<file path="src/rtl/cpu_display_ctrl.sv">
// cpu_display_ctrl: debounced single-step button plus a 4-digit multiplexed
// 7-segment viewer showing a snapshot of CPU observation buses.
module cpu_display_ctrl #(
  parameter int SCAN_DIV   = 100000,
  parameter int DEB_CYCLES = 500000
) (
  input  logic        CLK,
  input  logic        Reset,
  input  logic        btn_step,
  input  logic [1:0]  page,
  input  logic [31:0] IF_InsAddr,
  input  logic [31:0] IF_nextPC,
  input  logic [4:0]  ID_rs,
  input  logic [4:0]  ID_rt,
  input  logic [31:0] EXE_updateDataA,
  input  logic [31:0] EXE_updateDataB,
  input  logic [31:0] EXE_ALUData,
  input  logic [31:0] WB_DBData,
  output logic        step_pulse,
  output logic [3:0]  an,
  output logic [7:0]  seg
);

  localparam int DEB_W  = (DEB_CYCLES > 1) ? $clog2(DEB_CYCLES) : 1;
  localparam int SCAN_W = (SCAN_DIV > 1) ? $clog2(SCAN_DIV) : 1;
  localparam logic [DEB_W-1:0]  DEB_LAST  = DEB_W'(DEB_CYCLES - 1);
  localparam logic [SCAN_W-1:0] SCAN_LAST = SCAN_W'(SCAN_DIV - 1);

  localparam logic [1:0] S_IDLE         = 2'd0;
  localparam logic [1:0] S_WAIT_PRESS   = 2'd1;
  localparam logic [1:0] S_PRESSED      = 2'd2;
  localparam logic [1:0] S_WAIT_RELEASE = 2'd3;

  logic              sync1, btn_s;
  logic [1:0]        state;
  logic [DEB_W-1:0]  deb_cnt;
  logic              step_d1, step_d2;
  logic [7:0]        snap_ins, snap_npc, snap_da, snap_db, snap_alu, snap_wb;
  logic [4:0]        snap_rs, snap_rt;
  logic [SCAN_W-1:0] scan_cnt;
  logic [1:0]        dig;
  logic [15:0]       disp_word;
  logic [3:0]        nibble;
  logic [6:0]        glyph;

  // Only the low byte of each 32-bit bus is ever displayed.
  logic unused_bits;
  assign unused_bits = ^{IF_InsAddr[31:8], IF_nextPC[31:8], EXE_updateDataA[31:8],
                         EXE_updateDataB[31:8], EXE_ALUData[31:8], WB_DBData[31:8]};

  // Two-flop synchroniser for the raw push button.
  always_ff @(posedge CLK or posedge Reset) begin
    if (Reset) begin
      sync1 <= 1'b0;
      btn_s <= 1'b0;
    end else begin
      sync1 <= btn_step;
      btn_s <= sync1;
    end
  end

  // Debounce FSM: qualify press and release, counter cleared on each state change.
  always_ff @(posedge CLK or posedge Reset) begin
    if (Reset) begin
      state   <= S_IDLE;
      deb_cnt <= '0;
    end else begin
      case (state)
        S_IDLE: begin
          if (btn_s) begin
            state   <= S_WAIT_PRESS;
            deb_cnt <= '0;
          end
        end
        S_WAIT_PRESS: begin
          if (!btn_s) begin
            state   <= S_IDLE;
            deb_cnt <= '0;
          end else if (deb_cnt == DEB_LAST) begin
            state   <= S_PRESSED;
            deb_cnt <= '0;
          end else begin
            deb_cnt <= deb_cnt + 1'b1;
          end
        end
        S_PRESSED: begin
          state   <= S_WAIT_RELEASE;
          deb_cnt <= '0;
        end
        default: begin
          if (btn_s) begin
            deb_cnt <= '0;
          end else if (deb_cnt == DEB_LAST) begin
            state   <= S_IDLE;
            deb_cnt <= '0;
          end else begin
            deb_cnt <= deb_cnt + 1'b1;
          end
        end
      endcase
    end
  end

  assign step_pulse = (state == S_PRESSED);

  // Delay the step strobe two cycles so the CPU outputs settle before capture.
  always_ff @(posedge CLK or posedge Reset) begin
    if (Reset) begin
      step_d1 <= 1'b0;
      step_d2 <= 1'b0;
    end else begin
      step_d1 <= step_pulse;
      step_d2 <= step_d1;
    end
  end

  // Snapshot of the observation buses, held until the next capture.
  always_ff @(posedge CLK or posedge Reset) begin
    if (Reset) begin
      snap_ins <= '0;
      snap_npc <= '0;
      snap_rs  <= '0;
      snap_rt  <= '0;
      snap_da  <= '0;
      snap_db  <= '0;
      snap_alu <= '0;
      snap_wb  <= '0;
    end else if (step_d2) begin
      snap_ins <= IF_InsAddr[7:0];
      snap_npc <= IF_nextPC[7:0];
      snap_rs  <= ID_rs;
      snap_rt  <= ID_rt;
      snap_da  <= EXE_updateDataA[7:0];
      snap_db  <= EXE_updateDataB[7:0];
      snap_alu <= EXE_ALUData[7:0];
      snap_wb  <= WB_DBData[7:0];
    end
  end

  // Page select and nibble pick for the currently scanned digit.
  always_comb begin
    disp_word = '0;
    case (page)
      2'b00:   disp_word = {snap_ins, snap_npc};
      2'b01:   disp_word = {3'b000, snap_rs, snap_da};
      2'b10:   disp_word = {3'b000, snap_rt, snap_db};
      default: disp_word = {snap_alu, snap_wb};
    endcase
    nibble = '0;
    case (dig)
      2'd3:    nibble = disp_word[15:12];
      2'd2:    nibble = disp_word[11:8];
      2'd1:    nibble = disp_word[7:4];
      default: nibble = disp_word[3:0];
    endcase
  end

  // Hex glyph decode, active-low {g,f,e,d,c,b,a}.
  always_comb begin
    glyph = '1;
    case (nibble)
      4'h0: glyph = 7'b1000000;
      4'h1: glyph = 7'b1111001;
      4'h2: glyph = 7'b0100100;
      4'h3: glyph = 7'b0110000;
      4'h4: glyph = 7'b0011001;
      4'h5: glyph = 7'b0010010;
      4'h6: glyph = 7'b0000010;
      4'h7: glyph = 7'b1111000;
      4'h8: glyph = 7'b0000000;
      4'h9: glyph = 7'b0010000;
      4'hA: glyph = 7'b0001000;
      4'hB: glyph = 7'b0000011;
      4'hC: glyph = 7'b1000110;
      4'hD: glyph = 7'b0100001;
      4'hE: glyph = 7'b0000110;
      default: glyph = 7'b0001110;
    endcase
  end

  // Scan timer: each digit is held for SCAN_DIV cycles.
  always_ff @(posedge CLK or posedge Reset) begin
    if (Reset) begin
      scan_cnt <= '0;
      dig      <= '0;
    end else if (scan_cnt == SCAN_LAST) begin
      scan_cnt <= '0;
      dig      <= dig + 1'b1;
    end else begin
      scan_cnt <= scan_cnt + 1'b1;
    end
  end

  // Registered digit enable and segment outputs.
  always_ff @(posedge CLK or posedge Reset) begin
    if (Reset) begin
      an  <= '1;
      seg <= '1;
    end else begin
      an  <= ~(4'b0001 << dig);
      seg <= {1'b1, glyph};
    end
  end

endmodule

</file>
<file path="config.mk">
export PLATFORM = sky130hd
export DESIGN_NAME = cpu_display_ctrl
export DESIGN_NICKNAME = d
export VERILOG_FILES = /design/src/rtl/cpu_display_ctrl.sv
export SDC_FILE = /design/constraint.sdc
export NUM_CORES = 1
export LEC_CHECK = 0
export CAP_MARGIN = 25
export CORE_MARGIN = 2
export CORE_UTILIZATION = 43
export DETAILED_ROUTE_END_ITERATION = 6
export GPL_TIMING_DRIVEN = 0
export PLACE_DENSITY = 0.86
export SKIP_CTS_REPAIR_TIMING = 1
export SYNTH_ARGS = -nofsm -noshare
export SYNTH_HDL_FRONTEND = slang
export SYNTH_SLANG_ARGS = --single-unit
export TNS_END_PERCENT = 100
</file>
<file path="constraint.sdc">
create_clock -name CLK -period 4.03 [get_ports CLK]
set_input_delay 0.403 -clock CLK [delete_from_list [all_inputs] [get_ports CLK]]
set_output_delay 0.403 -clock CLK [all_outputs]
set_load 0.03 [all_outputs]
</file>
==> results of run 1 <==
[sequential cells by signal, summed over array words and instances, names as in the netlist, 5 cells and up]
name / count
seg: 7
scan_cnt: 17
snap_rs: 5
snap_npc: 8
deb_cnt: 19
snap_ins: 8
snap_wb: 8
snap_da: 8
snap_alu: 8
snap_db: 8
snap_rt: 5
[how the worst max path moves through the flow]
stage / from / to / slack [ns]
after floorplan: Reset / btn_s / 0.66
after global placement: Reset / snap_npc[3] / -0.76
after detailed placement: page[1] / seg[6] / 0.61
after CTS: page[1] / seg[6] / 0.99
after global routing: page[1] / seg[6] / 0.78
final: page[1] / seg[6] / 0.99
[per-stage QoR]
step / setup WS, ns / instance area [um^2] / utilization (%) / setup TNS, ns / hold WS [ns]
after CTS: 0.991 / 6780 / 56.4 / 0 / 0.352
after global placement: -0.764 / 6210 / 51.7 / -77.16 / 0.334
after detailed placement: 0.607 / 6240 / 51.9 / 0 / 0.341
final: 0.992 / 6780 / 56.4 / 0 / 0.349
after global routing: 0.776 / 6780 / 56.4 / 0 / 0.365
after floorplan: 0.658 / 5290 / - / 0 / 0.331
[final cells by class]
cell class                      count  area share [%]
Sequential cell                   113            41.9
Multi-Input combinational cell    279            33.9
Timing Repair Buffer               74            11.2
Clock buffer                       24            7.11
Tap cell                          147            2.71
Buffer                             19            1.51
Clock inverter                      6           0.849
Inverter                           14           0.812
[per-layer routing]
layer	GRT usage, %	vias up	wire length, um
met5	0	-	0
met4	7.95	0	123
met3	4.38	13	732
met2	33.6	107	6130
met1	23.7	1796	5070
li1	-	1674	-
[placed cells by master, fill, tap and decap left out, types with 4 or more instances in the layout]
cell type / count
sky130_fd_sc_hd__buf_2: 7
sky130_fd_sc_hd__mux4_2: 7
sky130_fd_sc_hd__xnor2_1: 16
sky130_fd_sc_hd__dfstp_2: 11
sky130_fd_sc_hd__and4_1: 5
sky130_fd_sc_hd__ha_1: 13
sky130_fd_sc_hd__mux2i_1: 14
sky130_fd_sc_hd__nand3_1: 17
sky130_fd_sc_hd__nand4_1: 8
sky130_fd_sc_hd__nor2b_1: 4
sky130_fd_sc_hd__inv_1: 13
sky130_fd_sc_hd__clkbuf_16: 17
sky130_fd_sc_hd__clkdlybuf4s50_1: 73
sky130_fd_sc_hd__dfrtp_1: 102
sky130_fd_sc_hd__clkbuf_1: 8
sky130_fd_sc_hd__nand2_1: 16
sky130_fd_sc_hd__nor2_1: 40
sky130_fd_sc_hd__xor2_1: 19
sky130_fd_sc_hd__clkinv_2: 4
sky130_fd_sc_hd__buf_1: 4
sky130_fd_sc_hd__mux2_2: 62
sky130_fd_sc_hd__o21ai_0: 5
sky130_fd_sc_hd__nor3_1: 4
sky130_fd_sc_hd__a21oi_1: 4
[worst max-delay path: cells and delay by family]
kind	cells	cell delay, ns
AOI/OAI and AO/OA	4	0.75
adders and majority gates	1	0.30
buffers and inverters	4	1.27
muxes	2	0.65
[logic make-up after synthesis]
| logic type | synth area share [%] |
|---|---|
| simple gates | 11.3 |
| flops | 53.7 |
| mux | 18.8 |
| xor+xnor | 5.79 |
| buf+inv | 2.93 |
| compound gates | 4.11 |
| fa+ha+maj | 3.26 |
| other cells | 0.0709 |
[power groups by stage]
stage                     Sequential [mW]  Clock [mW]  Combinational, mW
after floorplan                      1.16           0             0.0440
after global placement               1.16           0              0.120
after detailed placement             1.16           0              0.125
after CTS                            1.14        1.38              0.126
after global routing                 1.14        1.44              0.135
final                                1.14        1.36              0.123
==> flow_summary.json, run 1 <==
{
  "number_of_buffers_added_by_the_clock_tree_synthesis_step": 17,
  "maxCapViolations": 0,
  "cts_buffer_depth": 2,
  "start_kind": "primary input",
  "register_to_register_path_setup_slack_ns": 1.33,
  "ant_nets": 0,
  "setup_viol": 0,
  "fraction_of_final_layout_cells_with_drive_strength_greater_than_1_pct": 23.6,
  "period_minus_slack_ns": 3.04,
  "timing_worst_setup_path_type": "primary input to flop",
  "clk_latency_ns": 0.41,
  "seq_power_share_pct": 43.5,
  "finalWeightedCongestion": 0.863,
  "cellInternalPower_mw": 2.09,
  "final.setup_skew_ns": 0.00641,
  "placed_cell_count": 646,
  "synth.largest_area_cell": "sky130_fd_sc_hd__dfrtp_1",
  "routedWlPerCell_um": 17.8,
  "total_switching_power_mw": 0.538,
  "timing.reg2reg.worst_path_depth": 10,
  "worstMarginPinSlew_ns": 0.853,
  "floorplan.io_pins": 220,
  "synthesis.nets": 645,
  "power_frac_clock_pct": 51.8,
  "whs_path_cells": 0,
  "synth_seq_cells": 113,
  "initialDrtViolationCount": 247,
  "worstHoldPathType": "flop to flop",
  "multiInputGateArea_um2": 2300,
  "design.core.area_um2": 12000,
  "rsz0062_at_grt": "false",
  "worstPathArrival_ns": 3.37,
  "synth.most_common_cell": "sky130_fd_sc_hd__dfrtp_1",
  "design.final.nets": 738,
  "finalCritPeriodShare_pct": 75.4,
  "p_sw_share_pct": 20.5,
  "cpMaxStageDelayCell": "sky130_fd_sc_hd__clkdlybuf4s50_1",
  "grt_first_pass_wirelength_mm": 19.4,
  "syn_avg_cell_area_um2": 12.5,
  "detailroute.via_count": 3590,
  "postRouteWirelength_mm": 12.1,
  "rows": 40,
  "max-slew-margin-rel_pct": 43.1,
  "route.detailed.vias_per_inst": 5.31,
  "critical_path.cell_chain": "clkdlybuf4s50_1 > buf_2 > buf_2 > mux4_2 > a22oi_1 > a21oi_1 > a21oi_1 > inv_1 > ha_1 > mux2_2 > o2bb2ai_1",
  "leakage_nw": 3.03,
  "antenna_found_initial": 0,
  "area_growth_syn_to_layout_pct": 28.0,
  "start_util_pct": 44.1,
  "clk_transition_reported_paths_ns": 0.05,
  "post_synth_inst_count": 425,
  "worstReg2RegEnd": "seg[6]",
  "netlist_area_um2": 5290,
  "min_delay_worst_endpoint": "step_d2",
  "dp_hpwl_mm": 8.51,
  "synth_top_area_share_pct": 48.2,
  "detail_route.drc_violations": 0,
  "yosys-top-cells-count": "102 x sky130_fd_sc_hd__dfrtp_1, 62 x sky130_fd_sc_hd__mux2_2, 40 x sky130_fd_sc_hd__nor2_1, 19 x sky130_fd_sc_hd__xor2_1, 17 x sky130_fd_sc_hd__nand3_1",
  "critical_path_end_type": "flop",
  "clock_tree_from_tritoncts": "yes",
  "number_of_global_route_vias_before_repair": 3947,
  "crit_fanout": 10,
  "seq_area_frac_synth_pct": 53.7,
  "critical-path-max-stage-delay_ns": 0.51,
  "worstPathRequired_ns": 4.36,
  "design_power_total_mw": 2.63,
  "grt_start_max_net_pins": 73,
  "outcome": "finished clean",
  "floorplan.die.width_um": 115,
  "ys_dominant_reg_cell": "sky130_fd_sc_hd__dfrtp_1",
  "r2r_start": "dig[1]",
  "postSynth.asyncResetShare_pct": 100,
  "holdCritStartpoint": "step_d1",
  "synth-edff-count": 0,
  "ys.warnings.count": 0,
  "detailedRoute.firstPassIterationCount": 4,
  "die_height_um": 115,
  "synth_area_leaders": "sky130_fd_sc_hd__dfrtp_1 48%, sky130_fd_sc_hd__mux2_2 13%, sky130_fd_sc_hd__dfstp_2 5.5%",
  "finish.cell_count_without_fillers": 676,
  "root_buffer_master": "sky130_fd_sc_hd__clkbuf_16",
  "max_freq_ghz": 0.329,
  "diodes": 0,
  "ir_worst_vdd_v": 0.000261,
  "final_max_slew_viol_count": 0,
  "gr_ovfl_total": 0,
  "clock_tree.htree_level_count": 4,
  "post_synth_num_cell_types": 53,
  "hold_viol": 0,
  "groute.usage.overall_pct": 19.5,
  "cts_num_sinks": 113,
  "dieArea_um2": 13200,
  "fillCellCount": 994,
  "cellPowerDensity_nw_per_um2": 388,
  "power_frac_comb_pct": 4.7,
  "seq_area_um2": 2840,
  "io_buffer_count": 73
}
Power figures use the tool's default switching activity.
==> run 2: changes to the inputs <==
--- a/config.mk
+++ b/config.mk
@@ -7,10 +7,10 @@
 export LEC_CHECK = 0
 export CAP_MARGIN = 25
 export CORE_MARGIN = 2
-export CORE_UTILIZATION = 43
+export CORE_UTILIZATION = 39
 export DETAILED_ROUTE_END_ITERATION = 6
 export GPL_TIMING_DRIVEN = 0
-export PLACE_DENSITY = 0.86
+export PLACE_DENSITY = 0.83
 export SKIP_CTS_REPAIR_TIMING = 1
 export SYNTH_ARGS = -nofsm -noshare
 export SYNTH_HDL_FRONTEND = slang
==> constraint.sdc (replaced) <==
create_clock -name CLK -period 2.72 [get_ports CLK]
set_input_delay 0.272 -clock CLK [delete_from_list [all_inputs] [get_ports CLK]]
set_output_delay 0.272 -clock CLK [all_outputs]
set_load 0.03 [all_outputs]
==> flow_summary.json, run 2 (same netlist as run 1, synthesis figures left out) <==
{
  "outcome": "finished clean",
  "max-slew-margin-rel_pct": 51.1,
  "io_buffer_count": 73,
  "final.setup_skew_ns": 0.00838,
  "crit_fanout": 10,
  "clock_tree_from_tritoncts": "yes",
  "routedWlPerCell_um": 17.1,
  "detail_route.drc_violations": 0,
  "finalCritPeriodShare_pct": 96.9,
  "floorplan.die.width_um": 120,
  "start_kind": "primary input",
  "number_of_global_route_vias_before_repair": 3768,
  "antenna_found_initial": 0,
  "cts_num_sinks": 113,
  "root_buffer_master": "sky130_fd_sc_hd__clkbuf_16",
  "die_height_um": 120,
  "cts_buffer_depth": 2,
  "fillCellCount": 1130,
  "final_common_cell": "sky130_fd_sc_hd__dfrtp_1",
  "cellPowerDensity_nw_per_um2": 569,
  "route.detailed.vias_per_inst": 5.15,
  "fraction_of_final_layout_cells_with_drive_strength_greater_than_1_pct": 24.4,
  "grt_start_max_net_pins": 46,
  "worstPathRequired_ns": 3.04,
  "max_flop_register": "deb_cnt",
  "number_of_buffers_added_by_the_clock_tree_synthesis_step": 17,
  "detailedRoute.firstPassIterationCount": 4,
  "startpoint": "page[1]",
  "setup_viol": 0,
  "hold_viol": 0,
  "rows": 42,
  "finalWeightedCongestion": 0.888,
  "dieArea_um2": 14500,
  "period_minus_slack_ns": 2.64,
  "design.core.area_um2": 13200,
  "critical_path_end_type": "flop",
  "initialDrtViolationCount": 202,
  "gr_ovfl_total": 0,
  "rsz0062_at_grt": "false",
  "postRouteWirelength_mm": 12.1,
  "clk_latency_ns": 0.40,
  "clock_tree.htree_level_count": 4,
  "final_max_slew_viol_count": 0,
  "grt_first_pass_wirelength_mm": 19.3,
  "worstPathArrival_ns": 2.96,
  "start_util_pct": 40.0,
  "largest_register_ffs": 19,
  "groute.usage.overall_pct": 17.6,
  "fin_hold_ws_ns": 0.308,
  "r2r_start": "dig[0]",
  "floorplan.io_pins": 220,
  "final_cell_mix": "102 x sky130_fd_sc_hd__dfrtp_1, 73 x sky130_fd_sc_hd__clkdlybuf4s50_1, 62 x sky130_fd_sc_hd__mux2_2",
  "ir_worst_vdd_v": 0.000409,
  "placed_cell_count": 676,
  "finish.cell_count_without_fillers": 708,
  "clk_transition_reported_paths_ns": 0.05,
  "post-route-cell-area_um2": 6850,
  "worstHoldPathType": "primary input to flop",
  "area_growth_syn_to_layout_pct": 29.4,
  "design.final.nets": 739,
  "timing_worst_setup_path_type": "primary input to flop",
  "place_area_um2": 6290,
  "regs_by_ff_count": "deb_cnt: 19 flops, scan_cnt: 17 flops",
  "diodes": 0,
  "leakage_nw": 3.05,
  "dp_hpwl_mm": 8.71,
  "ant_nets": 0,
  "max_freq_ghz": 0.379,
  "detailroute.via_count": 3648,
  "holdCritStartpoint": "btn_step",
  "worstMarginPinSlew_ns": 0.733,
  "maxCapViolations": 0
}
## run 2: cell count changes in the layout (fill, tap and decap cells not counted), sizes merged
cell,change
inv,-1
clkinv,+1
clkbuf,+4
bufinv,-1
## run 2: routing by layer
layer	vias to the layer above	share of wire, %	track usage (%)
met4	0	0.84	4.36
met1	1834	44	22.3
li1	1681	-	-
met2	123	48	29.2
met5	-	0	0
met3	10	6.7	5.66
## run 2: cell type report
class	instances	area [um^2]	area share, %
flip-flops and latches	113	2840	41.5
multi-input cells	279	2310	33.7
repair buffers	75	771	11.3
clock buffers	27	523	7.63
well taps	176	220	3.21
plain buffers	19	108	1.57
inverters	14	56.3	0.822
clock inverters	5	25.0	0.365
## run 2: stage by stage
stage	setup slack [ns]	utilization, %	total power [mW]	setup TNS (ns)
CTS	-0.104	51.6	3.93	-0.223
detailed placement	-0.523	47.5	1.91	-2.79
global route	0.00514	51.7	4.03	0
finish	0.0832	51.7	3.90	0
global placement	-0.508	47.2	1.90	-2.72
floorplan	0.275	-	1.79	0
## run 2: final timing paths
kind / depth (start not counted) / endpoint / slack (ns)
hold reg to reg: 0 / btn_s / 0.35
setup reg to reg: 9 / seg[0] / 0.27
setup / recovery: 11 / seg[5] / 0.08
max in group asynchronous: 3 / seg[6] / 1.67
min in group asynchronous: 2 / sync1 / 0.34
hold / removal: 1 / sync1 / 0.31
## run 2: power by group
| group | internal (mW) | total [mW] | switching (mW) | leakage, nW |
|---|---|---|---|---|
| logic | 0.103 | 0.187 | 0.0841 | 1.26 |
| clock network | 1.30 | 2.02 | 0.718 | 0.277 |
| registers | 1.69 | 1.69 | 0.00395 | 1.52 |
## run 2: worst max-delay path: stages
cell                              delay [ns]
sky130_fd_sc_hd__clkdlybuf4s50_1        0.50
sky130_fd_sc_hd__clkbuf_4               0.23
sky130_fd_sc_hd__buf_4                  0.23
sky130_fd_sc_hd__mux4_2                 0.34
sky130_fd_sc_hd__a22oi_1                0.22
sky130_fd_sc_hd__a21oi_1                0.13
sky130_fd_sc_hd__a21oi_2                0.21
sky130_fd_sc_hd__inv_1                  0.14
sky130_fd_sc_hd__ha_1                   0.28
sky130_fd_sc_hd__mux2_2                 0.28
sky130_fd_sc_hd__o2bb2ai_1              0.13
==> run 3: changes to the inputs <==
--- a/config.mk
+++ b/config.mk
@@ -7,10 +7,10 @@
 export LEC_CHECK = 0
 export CAP_MARGIN = 25
 export CORE_MARGIN = 2
-export CORE_UTILIZATION = 39
+export CORE_UTILIZATION = 45
 export DETAILED_ROUTE_END_ITERATION = 6
 export GPL_TIMING_DRIVEN = 0
-export PLACE_DENSITY = 0.83
+export PLACE_DENSITY = 0.9
 export SKIP_CTS_REPAIR_TIMING = 1
 export SYNTH_ARGS = -nofsm -noshare
 export SYNTH_HDL_FRONTEND = slang
==> constraint.sdc (replaced) <==
create_clock -name CLK -period 3.05 [get_ports CLK]
set_input_delay 0.305 -clock CLK [delete_from_list [all_inputs] [get_ports CLK]]
set_output_delay 0.305 -clock CLK [all_outputs]
set_load 0.03 [all_outputs]
==> flow_summary.json, run 3 (same netlist as run 1, synthesis figures left out) <==
{
  "cpMaxStageDelayCell": "sky130_fd_sc_hd__clkdlybuf4s50_1",
  "outcome": "finished clean",
  "largest_register_ffs": 19,
  "fraction_of_final_layout_cells_with_drive_strength_greater_than_1_pct": 24.6,
  "area_growth_syn_to_layout_pct": 29.1,
  "finalCritPeriodShare_pct": 93.4,
  "cp_num_buf_inv": 4,
  "use_met2_pct": 35.3,
  "timing.reg2reg.worst_path_depth": 10,
  "rsz0062_at_grt": "false",
  "register_to_register_path_setup_slack_ns": 0.42,
  "wp_depth": 11,
  "dieArea_um2": 12600,
  "die_height_um": 112,
  "antenna_found_initial": 0,
  "detail_route.drc_violations": 0,
  "number_of_global_route_vias_before_repair": 3966,
  "root_buffer_master": "sky130_fd_sc_hd__clkbuf_16",
  "worstHoldPathType": "primary input to async pin",
  "critical_path.cell_chain": "clkdlybuf4s50_1 > buf_2 > clkbuf_4 > mux4_2 > a22oi_1 > a21oi_1 > a21oi_1 > inv_1 > ha_1 > mux2_2 > o2bb2ai_1",
  "regs_by_ff_count": "deb_cnt: 19 flops, scan_cnt: 17 flops",
  "postRouteWirelength_mm": 12.6,
  "start_kind": "primary input",
  "rows": 39,
  "max_freq_ghz": 0.351,
  "route.detailed.vias_per_inst": 5.57,
  "max_flop_register": "deb_cnt",
  "crit_fanout": 10,
  "critical-path-max-stage-delay_ns": 0.52,
  "ant_nets": 0,
  "floorplan.die.width_um": 112,
  "hold_viol": 0,
  "clock_tree.htree_level_count": 4,
  "max-slew-margin-rel_pct": 45.4,
  "clk_transition_reported_paths_ns": 0.05,
  "post-route-cell-area_um2": 6830,
  "worstReg2RegEnd": "seg[5]",
  "groute.usage.overall_pct": 21.4,
  "worstPathRequired_ns": 3.38,
  "worstPathArrival_ns": 3.18,
  "multiInputGateArea_um2": 2300,
  "detailroute.via_count": 3757,
  "cellPowerDensity_nw_per_um2": 529,
  "cpLargestDelayFamily": "buffers and inverters",
  "final_max_slew_viol_count": 0,
  "grt_first_pass_wirelength_mm": 20.6,
  "clock_tree_from_tritoncts": "yes",
  "finalWeightedCongestion": 0.858,
  "r2r_start": "dig[1]",
  "leakage_nw": 3.06,
  "design.core.area_um2": 11500,
  "met3_demand_to_capacity_share_in_global_routing_pct": 5.62,
  "worstMarginPinSlew_ns": 0.819,
  "final_cell_mix": "102 x sky130_fd_sc_hd__dfrtp_1, 73 x sky130_fd_sc_hd__clkdlybuf4s50_1, 62 x sky130_fd_sc_hd__mux2_2",
  "cts_buffer_depth": 2,
  "top_usage_layer": "met2",
  "number_of_buffers_added_by_the_clock_tree_synthesis_step": 17,
  "critical_path_end_type": "flop",
  "design.final.nets": 739,
  "initialDrtViolationCount": 289,
  "global_route.usage.met1_pct": 26.8,
  "cts_num_sinks": 113,
  "clk_latency_ns": 0.42,
  "placed_cell_count": 643,
  "place_area_um2": 6250,
  "gr_ovfl_total": 0,
  "start_util_pct": 46.2,
  "ir_worst_vdd_v": 0.000436,
  "most_used_cell_cp": "sky130_fd_sc_hd__a21oi_1",
  "grt_start_max_net_pins": 44,
  "routedWlPerCell_um": 18.6,
  "final_core_utilization_pct": 59.6,
  "setup_ws_ns": 0.201,
  "dp_worst_setup_slack_ns": -0.230,
  "floorplan.io_pins": 220,
  "fillCellCount": 863,
  "detailedRoute.firstPassIterationCount": 5,
  "final_common_cell": "sky130_fd_sc_hd__dfrtp_1",
  "setup_viol": 0,
  "seq_area_um2": 2840,
  "diodes": 0,
  "final.setup_skew_ns": 0.0131,
  "timing_worst_setup_path_type": "primary input to flop",
  "io_buffer_count": 73,
  "maxCapViolations": 0,
  "finish.cell_count_without_fillers": 675,
  "period_minus_slack_ns": 2.85,
  "dp_hpwl_mm": 8.59
}
==> run 3: changes by cell type in the layout (fill, tap and decap cells not counted), moves of 2 or more <==
cell / delta
sky130_fd_sc_hd__bufinv_16: +2
sky130_fd_sc_hd__clkbuf_1: -3
sky130_fd_sc_hd__clkbuf_8: -3
sky130_fd_sc_hd__clkinv_2: +2
==> run 3: final cells by class <==
cell class	count	share of cell area (%)
flip-flops and latches	113	41.6
multi-input cells	279	33.6
repair buffers	75	11.3
clock buffers	21	6.89
well taps	143	2.62
clock inverters	11	1.63
plain buffers	19	1.54
inverters	14	0.824
==> run 3: worst register-to-register path: cells and delay by family (launching register included) <==
kind / cells / cell delay (ns)
flops: 1 / 0.39
mux: 1 / 0.27
compound gates: 2 / 0.53
fa+ha+maj: 2 / 0.55
buf+inv: 2 / 0.29
simple gates: 3 / 0.53
==> run 3: metrics by stage <==
step                hold WS [ns]  setup TNS, ns  power (mW)
finish                     0.325              0        3.61
global placement           0.336         -0.509        1.69
detailed placement         0.340         -0.841        1.70
CTS                        0.340              0        3.64
global route               0.344              0        3.73
floorplan                  0.331              0        1.59
==> run 3: worst max path at each step <==
stage | endpoint | startpoint | slack (ns)
after floorplan | seg[5] | page[0] | 0.57
after global placement | seg[6] | page[1] | -0.17
after detailed placement | seg[5] | page[1] | -0.23
after CTS | seg[5] | page[1] | 0.17
after global routing | seg[5] | page[1] | 0.05
final | seg[5] | page[1] | 0.20
==> run 3: where the power goes <==
| part | total (mW) | internal [mW] | switching [mW] |
|---|---|---|---|
| Combinational | 0.165 | 0.0915 | 0.0735 |
| Clock | 1.94 | 1.25 | 0.683 |
| Sequential | 1.51 | 1.51 | 0.00356 |
| Total | 3.61 | 2.85 | 0.760 |
==> run 3: layer usage <==
metal / vias to the layer above / share of wire [%]
li1: 1686 / -
met5: - / 0
met4: 0 / 2.4
met3: 31 / 6.8
met1: 1886 / 41
met2: 154 / 50
==> RTL edit (config.mk and constraints of run 3) <==
Add an input register stage for `EXE_updateDataA`, cleared by the reset; this delays it by one clock. The other inputs are not delayed to match.
--- a/src/rtl/cpu_display_ctrl.sv
+++ b/src/rtl/cpu_display_ctrl.sv
@@ -31,6 +31,16 @@
   localparam logic [1:0] S_PRESSED      = 2'd2;
   localparam logic [1:0] S_WAIT_RELEASE = 2'd3;
 
+  logic [31:0] EXE_updateDataA_q;
+
+  always_ff @(posedge CLK or posedge Reset) begin
+    if (Reset) begin
+      EXE_updateDataA_q <= '0;
+    end else begin
+      EXE_updateDataA_q <= EXE_updateDataA;
+    end
+  end
+
   logic              sync1, btn_s;
   logic [1:0]        state;
   logic [DEB_W-1:0]  deb_cnt;
@@ -45,7 +55,7 @@
 
   // Only the low byte of each 32-bit bus is ever displayed.
   logic unused_bits;
-  assign unused_bits = ^{IF_InsAddr[31:8], IF_nextPC[31:8], EXE_updateDataA[31:8],
+  assign unused_bits = ^{IF_InsAddr[31:8], IF_nextPC[31:8], EXE_updateDataA_q[31:8],
                          EXE_updateDataB[31:8], EXE_ALUData[31:8], WB_DBData[31:8]};
 
   // Two-flop synchroniser for the raw push button.
@@ -130,7 +140,7 @@
       snap_npc <= IF_nextPC[7:0];
       snap_rs  <= ID_rs;
       snap_rt  <= ID_rt;
-      snap_da  <= EXE_updateDataA[7:0];
+      snap_da  <= EXE_updateDataA_q[7:0];
       snap_db  <= EXE_updateDataB[7:0];
       snap_alu <= EXE_ALUData[7:0];
       snap_wb  <= WB_DBData[7:0];
Behaviour: same outputs for any inputs over 10 cycles, from zero or initial values and one cycle with Reset high; that may be too few to reach the edited logic, so the function may still have changed.
==> RTL edit against run 3 <==
Total power grew 2.4%. Worst setup slack gained 0.31 ns. Sequential cell count grew 8. Routed wire length shrank 1.6%. First-iteration DRC count shrank 21%. Area after synthesis grew 5.6%. Hold slack gained 0.0083 ns. Design area grew 4.6%. Global-route usage shrank 1.2 points. Synthesized cell count grew 5.9%. Combinational power is essentially flat. Die area grew 5.4%. Largest cell class unchanged. Largest power group unchanged. Highest routed layer unchanged.
==> RTL edit: results (changes against run 3) <==
| Metric | Value |
|---|---|
| Beginning of the critical path | dig[1]$_DFFE_PP0N_ |
| Post-layout nets | 763 (+3.2%) |
| Via count of the first global-routing pass | 4161 (+4.9%) |
| Number of cells in the finished layout apart from fillers | 724 (+7.3%) |
| Transition time of the tightest slew-check pin | 0.7923 ns (-0.02643 ns) |
| Largest net degree at the start of global routing | 48 (+9.1%) |
| Cell type of the slowest stage on the worst timing path | a2111o_1 |
| First-pass GRT wire length | 20310 um (-1.5%) |
| Setup slack at placement | 0.4139 ns (+0.6436 ns) |
| GPL Wtd Cong | 0.9229 (+7.5%) |
| Peak Freq | 0.3939 GHz (+12%) |
| Placed Area | 6564 um^2 (+5.1%) |
| Total power | 3.700 mW (+2.4%) |
| Biggest fanout along the worst timing path | 6 (-4) |
| Run status | completed |
| Wire length per cell after detailed routing | 17.08 um (-8.3%) |
| Largest stage delay on the critical path | 0.42 ns (-0.10 ns) |
| Static power due to leakage | 3.199 nW (+4.5%) |
| Net count of the mapped netlist | 670 (+3.9%) |
| Detailed-placement wirelength estimate | 8700 um (+1.3%) |
| Proportion of synthesized chip area in sequential cells | 0.5442 (+0.007334) |
| Switching Fraction | 0.2034 (-0.007054) |
| Combinational Power Share | 0.044 (-0.002) |
| Max rail drop VDD | 0.0003762 V (-14%) |
| Post-synthesis cell type count | 57 (+7.5%) |
| Total of buffers placed on input and output ports | 72 (-1.4%) |
| Leading post-synthesis cells by instance count | dfrtp_1, mux2_2, nor2_1 |
| Layout cell share with drive strength beyond 1 | 0.2194 (-0.02682) |
| Class of the worst hold path | in -> reg |
| Capturing instance or port of the critical path | seg[6]$_DFF_PP1_ |
| Avg Cell Area, Syn | 12.42 um^2 (-0.26%) |
| Setup slack on the worst flop-to-flop path | 0.51 ns (+0.09 ns) |
| Post-detailed-route via-to-cell ratio | 5.316 (-4.5%) |
==> RTL edit: final cells by class <==
| type | instances | area [um^2] | area share |
|---|---|---|---|
| Sequential cell | 121 | 3042 | 0.4258 |
| Multi-Input combinational cell | 291 | 2385 | 0.3339 |
| Timing Repair Buffer | 74 | 760.7 | 0.1065 |
| Clock buffer | 24 | 511.7 | 0.07164 |
| Tap cell | 168 | 210.2 | 0.02943 |
| Buffer | 18 | 87.58 | 0.01226 |
| Inverter | 20 | 78.83 | 0.01104 |
| Clock inverter | 8 | 67.56 | 0.009459 |
==> RTL edit: worst min path at each step <==
stage	from	to	slack [ns]
after CTS	EXE_updateDataA[1]	EXE_updateDataA_q[1]$_DFF_PP0_	0.32
after detailed placement	step_d1$_DFF_PP0_	step_d2$_DFF_PP0_	0.34
after global routing	EXE_updateDataA[1]	EXE_updateDataA_q[1]$_DFF_PP0_	0.32
final	btn_step	sync1$_DFF_PP0_	0.33
after global placement	sync1$_DFF_PP0_	btn_s$_DFF_PP0_	0.33
after floorplan	sync1$_DFF_PP0_	btn_s$_DFF_PP0_	0.33
==> RTL edit: cells by family after synthesis <==
group / synth area share
mux: 0.1782
simple gates: 0.1036
flops: 0.5442
other cells: 0.0006709
xor+xnor: 0.05328
buf+inv: 0.02910
fa+ha+maj: 0.03089
compound gates: 0.06000
==> RTL edit: per-layer routing <==
metal,vias to the layer above,part of all wire,global-route usage,wire [um]
met5,-,0,0,0
met2,112,0.50,0.3349,6241
met3,21,0.057,0.05126,707
li1,1793,-,-,-
met1,1923,0.42,0.2536,5162
met4,0,0.021,0.08353,254
==> RTL edit: critical path, delay by kind of cell (launching register included) <==
kind | cells | cell delay [ns]
fa+ha+maj | 2 | 0.50
flops | 1 | 0.39
compound gates | 3 | 0.85
buf+inv | 2 | 0.20
simple gates | 3 | 0.53
